[src/rtl/updown_counter_param.sv]
// Parametrised up/down counter with load, wrap/saturate bounds, terminal-count pulse and sticky flags.
// Optional enable prescaler is built only when COUNTER_PRESCALE_EN is defined.
module updown_counter_param #(
    parameter int WIDTH    = 8,
    parameter int MAX_VAL  = 2**WIDTH - 1,
    parameter int RST_VAL  = 0,
    parameter int PRESCALE = 4
) (
    input  logic             clk,
    input  logic             rst_n,
    input  logic             ld_en,
    input  logic             updwn,
    input  logic             en,
    input  logic             sat_mode,
    input  logic             flag_clr,
    input  logic [WIDTH-1:0] datain,
    output logic [WIDTH-1:0] dataout,
    output logic             tc,
    output logic             ovf,
    output logic             unf
);

    localparam logic [WIDTH-1:0] MAX_V = WIDTH'(MAX_VAL);
    localparam logic [WIDTH-1:0] RST_V = WIDTH'(RST_VAL);

    // Elaboration-time guard against illegal parameter combinations.
    if (WIDTH < 2 || MAX_VAL < 1 || RST_VAL < 0 || RST_VAL > MAX_VAL || PRESCALE < 1) begin : g_bad_params
        $error("updown_counter_param: illegal parameter combination");
    end

    logic [WIDTH-1:0] count_q, count_d;
    logic             tc_q, tc_d;
    logic             ovf_q, ovf_d;
    logic             unf_q, unf_d;
    logic             step_go;

`ifdef COUNTER_PRESCALE_EN
    localparam int PW = (PRESCALE > 1) ? $clog2(PRESCALE) : 1;
    localparam logic [PW-1:0] PRESC_LAST = PW'(PRESCALE - 1);

    logic [PW-1:0] presc_q, presc_d;

    // Prescaler advances only on qualifying (en=1) cycles; a load restarts it.
    always_comb begin
        presc_d = presc_q;
        if (ld_en) begin
            presc_d = '0;
        end else if (en) begin
            presc_d = (presc_q == PRESC_LAST) ? '0 : presc_q + 1'b1;
        end
    end

    assign step_go = en && (presc_q == PRESC_LAST);

    always_ff @(posedge clk) begin
        if (!rst_n) begin
            presc_q <= '0;
        end else begin
            presc_q <= presc_d;
        end
    end
`else
    assign step_go = en;
`endif

    always_comb begin
        count_d = count_q;
        tc_d    = 1'b0;
        // A set event later in this block overrides the clear.
        ovf_d   = ovf_q & ~flag_clr;
        unf_d   = unf_q & ~flag_clr;
        if (ld_en) begin
            count_d = (datain > MAX_V) ? MAX_V : datain;
        end else if (step_go) begin
            if (updwn) begin
                if (count_q >= MAX_V) begin
                    count_d = sat_mode ? MAX_V : '0;
                    tc_d    = 1'b1;
                    ovf_d   = 1'b1;
                end else begin
                    count_d = count_q + 1'b1;
                end
            end else begin
                if (count_q == '0) begin
                    count_d = sat_mode ? '0 : MAX_V;
                    tc_d    = 1'b1;
                    unf_d   = 1'b1;
                end else begin
                    count_d = count_q - 1'b1;
                end
            end
        end
    end

    always_ff @(posedge clk) begin
        if (!rst_n) begin
            count_q <= RST_V;
            tc_q    <= 1'b0;
            ovf_q   <= 1'b0;
            unf_q   <= 1'b0;
        end else begin
            count_q <= count_d;
            tc_q    <= tc_d;
            ovf_q   <= ovf_d;
            unf_q   <= unf_d;
        end
    end

    assign dataout = count_q;
    assign tc      = tc_q;
    assign ovf     = ovf_q;
    assign unf     = unf_q;

endmodule

[config.mk]
export PLATFORM = sky130hd
export DESIGN_NAME = updown_counter_param
export DESIGN_NICKNAME = d
export VERILOG_FILES = /design/src/rtl/updown_counter_param.sv
export SDC_FILE = /design/constraint.sdc
export NUM_CORES = 1
export LEC_CHECK = 0
export CAP_MARGIN = 20
export CORE_MARGIN = 2
export CORE_UTILIZATION = 45
export CTS_CLUSTER_DIAMETER = 40
export CTS_CLUSTER_SIZE = 40
export DETAILED_ROUTE_END_ITERATION = 8
export DONT_BUFFER_PORTS = 1
export GPL_ROUTABILITY_DRIVEN = 0
export PLACE_DENSITY = 0.72
export SLEW_MARGIN = 5
export SYNTH_ARGS = -nofsm -noshare
export SYNTH_HDL_FRONTEND = slang
export SYNTH_SLANG_ARGS = --single-unit
[constraint.sdc]
create_clock -name clk -period 1.6 [get_ports clk]
set_input_delay 0.08 -clock clk [delete_from_list [all_inputs] [get_ports clk]]
set_output_delay 0.08 -clock clk [all_outputs]
set_load 0.01 [all_outputs]
Word level (Yosys, flattened, before mapping) --
Cells that the tools add are included.
Operators by class: add/sub/neg operators 2, magnitude comparators 2, mux-type cells 19, bitwise gates (word level) 5, reductions and logical operators 3
Operators by type and width (number):
- 2-to-1 mux 8 bit | 8
- 2-to-1 mux 1 bit | 11
- adder 8 x 1 -> 8 bit (second input constant) | 1
- >= comparator 8 bit (second input constant) | 1
- > comparator 8 bit (second input constant) | 1
- logical NOT 8 bit | 1
- subtractor 8 x 1 -> 8 bit (second input constant) | 1
- inverter 1 bit | 3
- OR reduction 3 bit | 1
- AND 1 bit | 2
- nonzero test 2 bit | 1
Word-level totals: flip-flop bits (word level) 11, input bits 15, logic and storage cells 35

Longest topological paths before layout --
word-level depth 6, gate-level depth with buffers 7, mapped depth without buffers 6

Worst setup path after synthesis --
OpenSTA, ideal clock, no wires.
path type register -> register, from register count_q[0], in the netlist dataout[0], to register count_q[5], in the netlist dataout[5], arrival time 1.596 ns, required time 1.478 ns, path slack -0.118 ns, cell stages (with the launch flop) 8, buffers on the path 1, path through dfxtp_1 buf_6 inv_1 ha_1 nor3b_2 mux2i_1 a22o_1 a221o_1
Between the ends: cells in the longest elaborated chain, start to end 5
Ends and longest elaborated chain:
- start: declaration | RTL line 31 | logic [WIDTH-1:0] count_q, count_d;
- start signal: assignment | RTL line 102 | count_q <= count_d;
- subtractor 8 x 1 -> 8 bit, or another cell as far along | RTL line 89 | count_d = count_q - 1'b1;
- 2-to-1 mux 8 bit (on tied branches) | RTL line 84, 76
- 2-to-1 mux 8 bit * | RTL line 75 | if (updwn) begin
- 2-to-1 mux 8 bit * | RTL line 74 | end else if (step_go) begin
- 2-to-1 mux 8 bit * | RTL line 72 | if (ld_en) begin
Every way passes the cells marked *; elsewhere a longest branch is shown, timed or not. The select of a mux whose other input is x is not followed. A chain may end at the register's enable or synchronous reset.

Final worst setup path --
from register count_q[3], in the netlist dataout[3], to register count_q[2], in the netlist dataout[2]
Between the ends: cells in the longest elaborated chain, start to end 5
Ends and longest elaborated chain (RTL line):
- >= comparator 8 bit / logical NOT 8 bit (equally long branches) | 76, 84
- 2-to-1 mux 8 bit (on tied branches) | 76, 84
- 2-to-1 mux 8 bit * | 75
- 2-to-1 mux 8 bit * | 74
- 2-to-1 mux 8 bit * | 72
Marks and branches as above.

==> reports/qor.yml <==
final_nets: 178
insertedDiodeCount: 0
clk-insertion-delay-late_ns: 0.28
fin_crit_sh_pct: 102
hold_class: "input port to flip-flop"
violations: "negative setup slack"
powerDensity_mw_per_mm2: 663
synth_common_cells: "14 x a21oi_1, 11 x dfxtp_1, 11 x nand2_1"
synth.yosys.warnings: 0
fmax_ghz: 0.613
viasPerCell: 6.34
io_pins: 26
place_inst: 178
ant_nets: 0
maxSlewHeadroom_pct: 74.9
grt_max_degree: 21
required_ns: 1.79
cts_sinks: 11
tns_ns: -0.0427
ys.flop_type: "dfxtp_1"
fin_ws_ns: -0.0303
synth_cell_types: 52
root_buffer: "clkbuf_4"
async_reset_ff_share_pct: 0
ir_drop_uv: 447
area_growth_pct: 29.8
cp_max_fo: 4
cp-start-kind: "flip-flop"
drtIter0Drc: 49
route.detailed.drc: 0
grt_pass1_vias: 1100
yosysMostFrequentCell: "a21oi_1"
setup_viol: 2
grt_pass1_wl_um: 5330
arrival_ns: 1.82
grt_overflow_total: 0
drt_first_pass_iters: 4
die_w_um: 52.4
synth-edff-count: 0
synth_top_area_cell: "dfxtp_1"
tritoncts.num_buffers: 3
status: "complete, but fails checks"
syn_avg_cell_area_um2: 7.74
critPathKind: "flip-flop to flip-flop"
synth_area_leaders: "dfxtp_1 21%, a21oi_1 6.7%, nor3b_1 5.0%"
netlist.area_leader.share_pct: 20.9
finalWirelength_um: 3400
cts.clk_slew.worst_paths_ns: 0.07
worst_pin_slew_ns: 0.371
synth_cells: 136
ys_seq_area_share_pct: 20.9
final_cells: 187
portBuffers: 0
routedWlPerCell_um: 18.2
rsz0062_at_grt: "yes"
finalHoldViolations: 0
cp-end-kind: "flip-flop"
hpwl_um: 2410
cts.path.max_buffers: 2
cap_violations: 0
syn-num-nets: 154
cts_tree: "built"
rows: 17
syn_area_mm2: 0.00105
grt_usage_pct: 26.6
skew_ns: 0.000751
final.min_clock_period_ns: 1.63
core_area_mm2: 0.00221
start_util_pct: 47.6
dieArea_mm2: 0.00274
cellLeakagePower_nw: 0.506
synth-seq-cells: 11
antenna_found_initial: 0
fp.dieH_um: 52.4
layout-drive-gt1-share_pct: 35.2
htree_levels: 1
drv_slew: 0
vias: 1185
-- cell usage in the layout, fill, tap and decap left out, types with 3 or more instances in the layout --
cell	Yosys	layout
o21ai_0	6	6
inv_1	6	5
nor3_1	5	3
nor2_1	3	3
a21oi_1	14	13
nor3b_1	7	6
xor2_1	3	3
dfxtp_1	11	6
dlygate4sd3_1	0	3
clkbuf_4	0	3
nand3_1	5	5
dfxtp_2	0	4
nand2_1	11	11
nand2b_1	3	3
buf_4	0	28
-- cell type report --
type	count	area [um^2]
Clock buffer	4	26.3
Fill cell	200	846
Inverter	6	22.5
Multi-Input combinational cell	107	813
Sequential cell	11	229
Tap cell	28	35.0
Timing Repair Buffer	31	240
-- sequential cells by signal, summed over array words and instances (netlist names) --
name / count
ovf: 1
unf: 1
tc: 1
dataout: 8
-- worst max-delay path, stage by stage (launching register included) --
cell	delay, ns
dfxtp_1	0.32
or4_4	0.58
nor3_4	0.26
o32ai_1	0.13
o32ai_2	0.25
-- stage by stage --
stage               area [um^2]  power, mW  utilization (%)  hold WS (ns)  setup slack, ns
detailed placement         1230      0.662             55.7         0.203          -0.0869
floorplan                  1070      0.567                -         0.198          -0.0457
finish                     1370      0.906             61.8       0.00572          -0.0303
global placement           1230      0.654             55.7         0.200          -0.0950
CTS                        1310      0.883             59.3       0.00468          -0.0447
global route               1370      0.956             61.8        0.0252          -0.0788
-- path summary, 6_finish.rpt --
kind	cells after the start	slack [ns]	to	from
setup / recovery	4	-0.03	dataout[2]	dataout[3]
hold / removal	2	0.006	dataout[2]	ld_en
setup reg to reg	4	-0.03	dataout[2]	dataout[3]
hold reg to reg	2	0.53	ovf	ovf
-- power by group --
| part | leakage, nW | total [mW] | switching (mW) | internal (mW) |
|---|---|---|---|---|
| registers | 0.0923 | 0.323 | 0.0291 | 0.294 |
| clock network | 0.0150 | 0.204 | 0.107 | 0.0970 |
| logic | 0.398 | 0.379 | 0.186 | 0.193 |
| total | 0.506 | 0.906 | 0.322 | 0.583 |
-- per-layer routing --
metal  GRT usage (%)  vias up  wire length [um]
met2            44.0       49              1690
met5               0        -                 0
met4            8.12        0                95
met1            33.2      552              1380
met3            7.43       18               232
li1                -      566                 -
-- logic make-up (layout without fill, tap and decap cells) --
logic type,Yosys count,count (layout),share of synthesized area (%)
muxes,2,2,1.90
DFF,11,11,20.9
buffers and inverters,18,41,8.44
AOI/OAI and AO/OA,45,45,29.4
xor gates and xnor gates,4,4,3.33
and+or+nand+nor,53,53,32.5
adders and majority gates,3,3,3.57
-- repair_timing --
action                                 in CTS  in global routing
setup endpoints to repair                   5                 10
pin swaps                                   4                  2
hold buffers                                3                  0
setup buffers                               2                  0
resized for setup                           4                 13
endpoints found under the hold margin       4                  0
No activity file was read; power rests on OpenSTA's default activity.
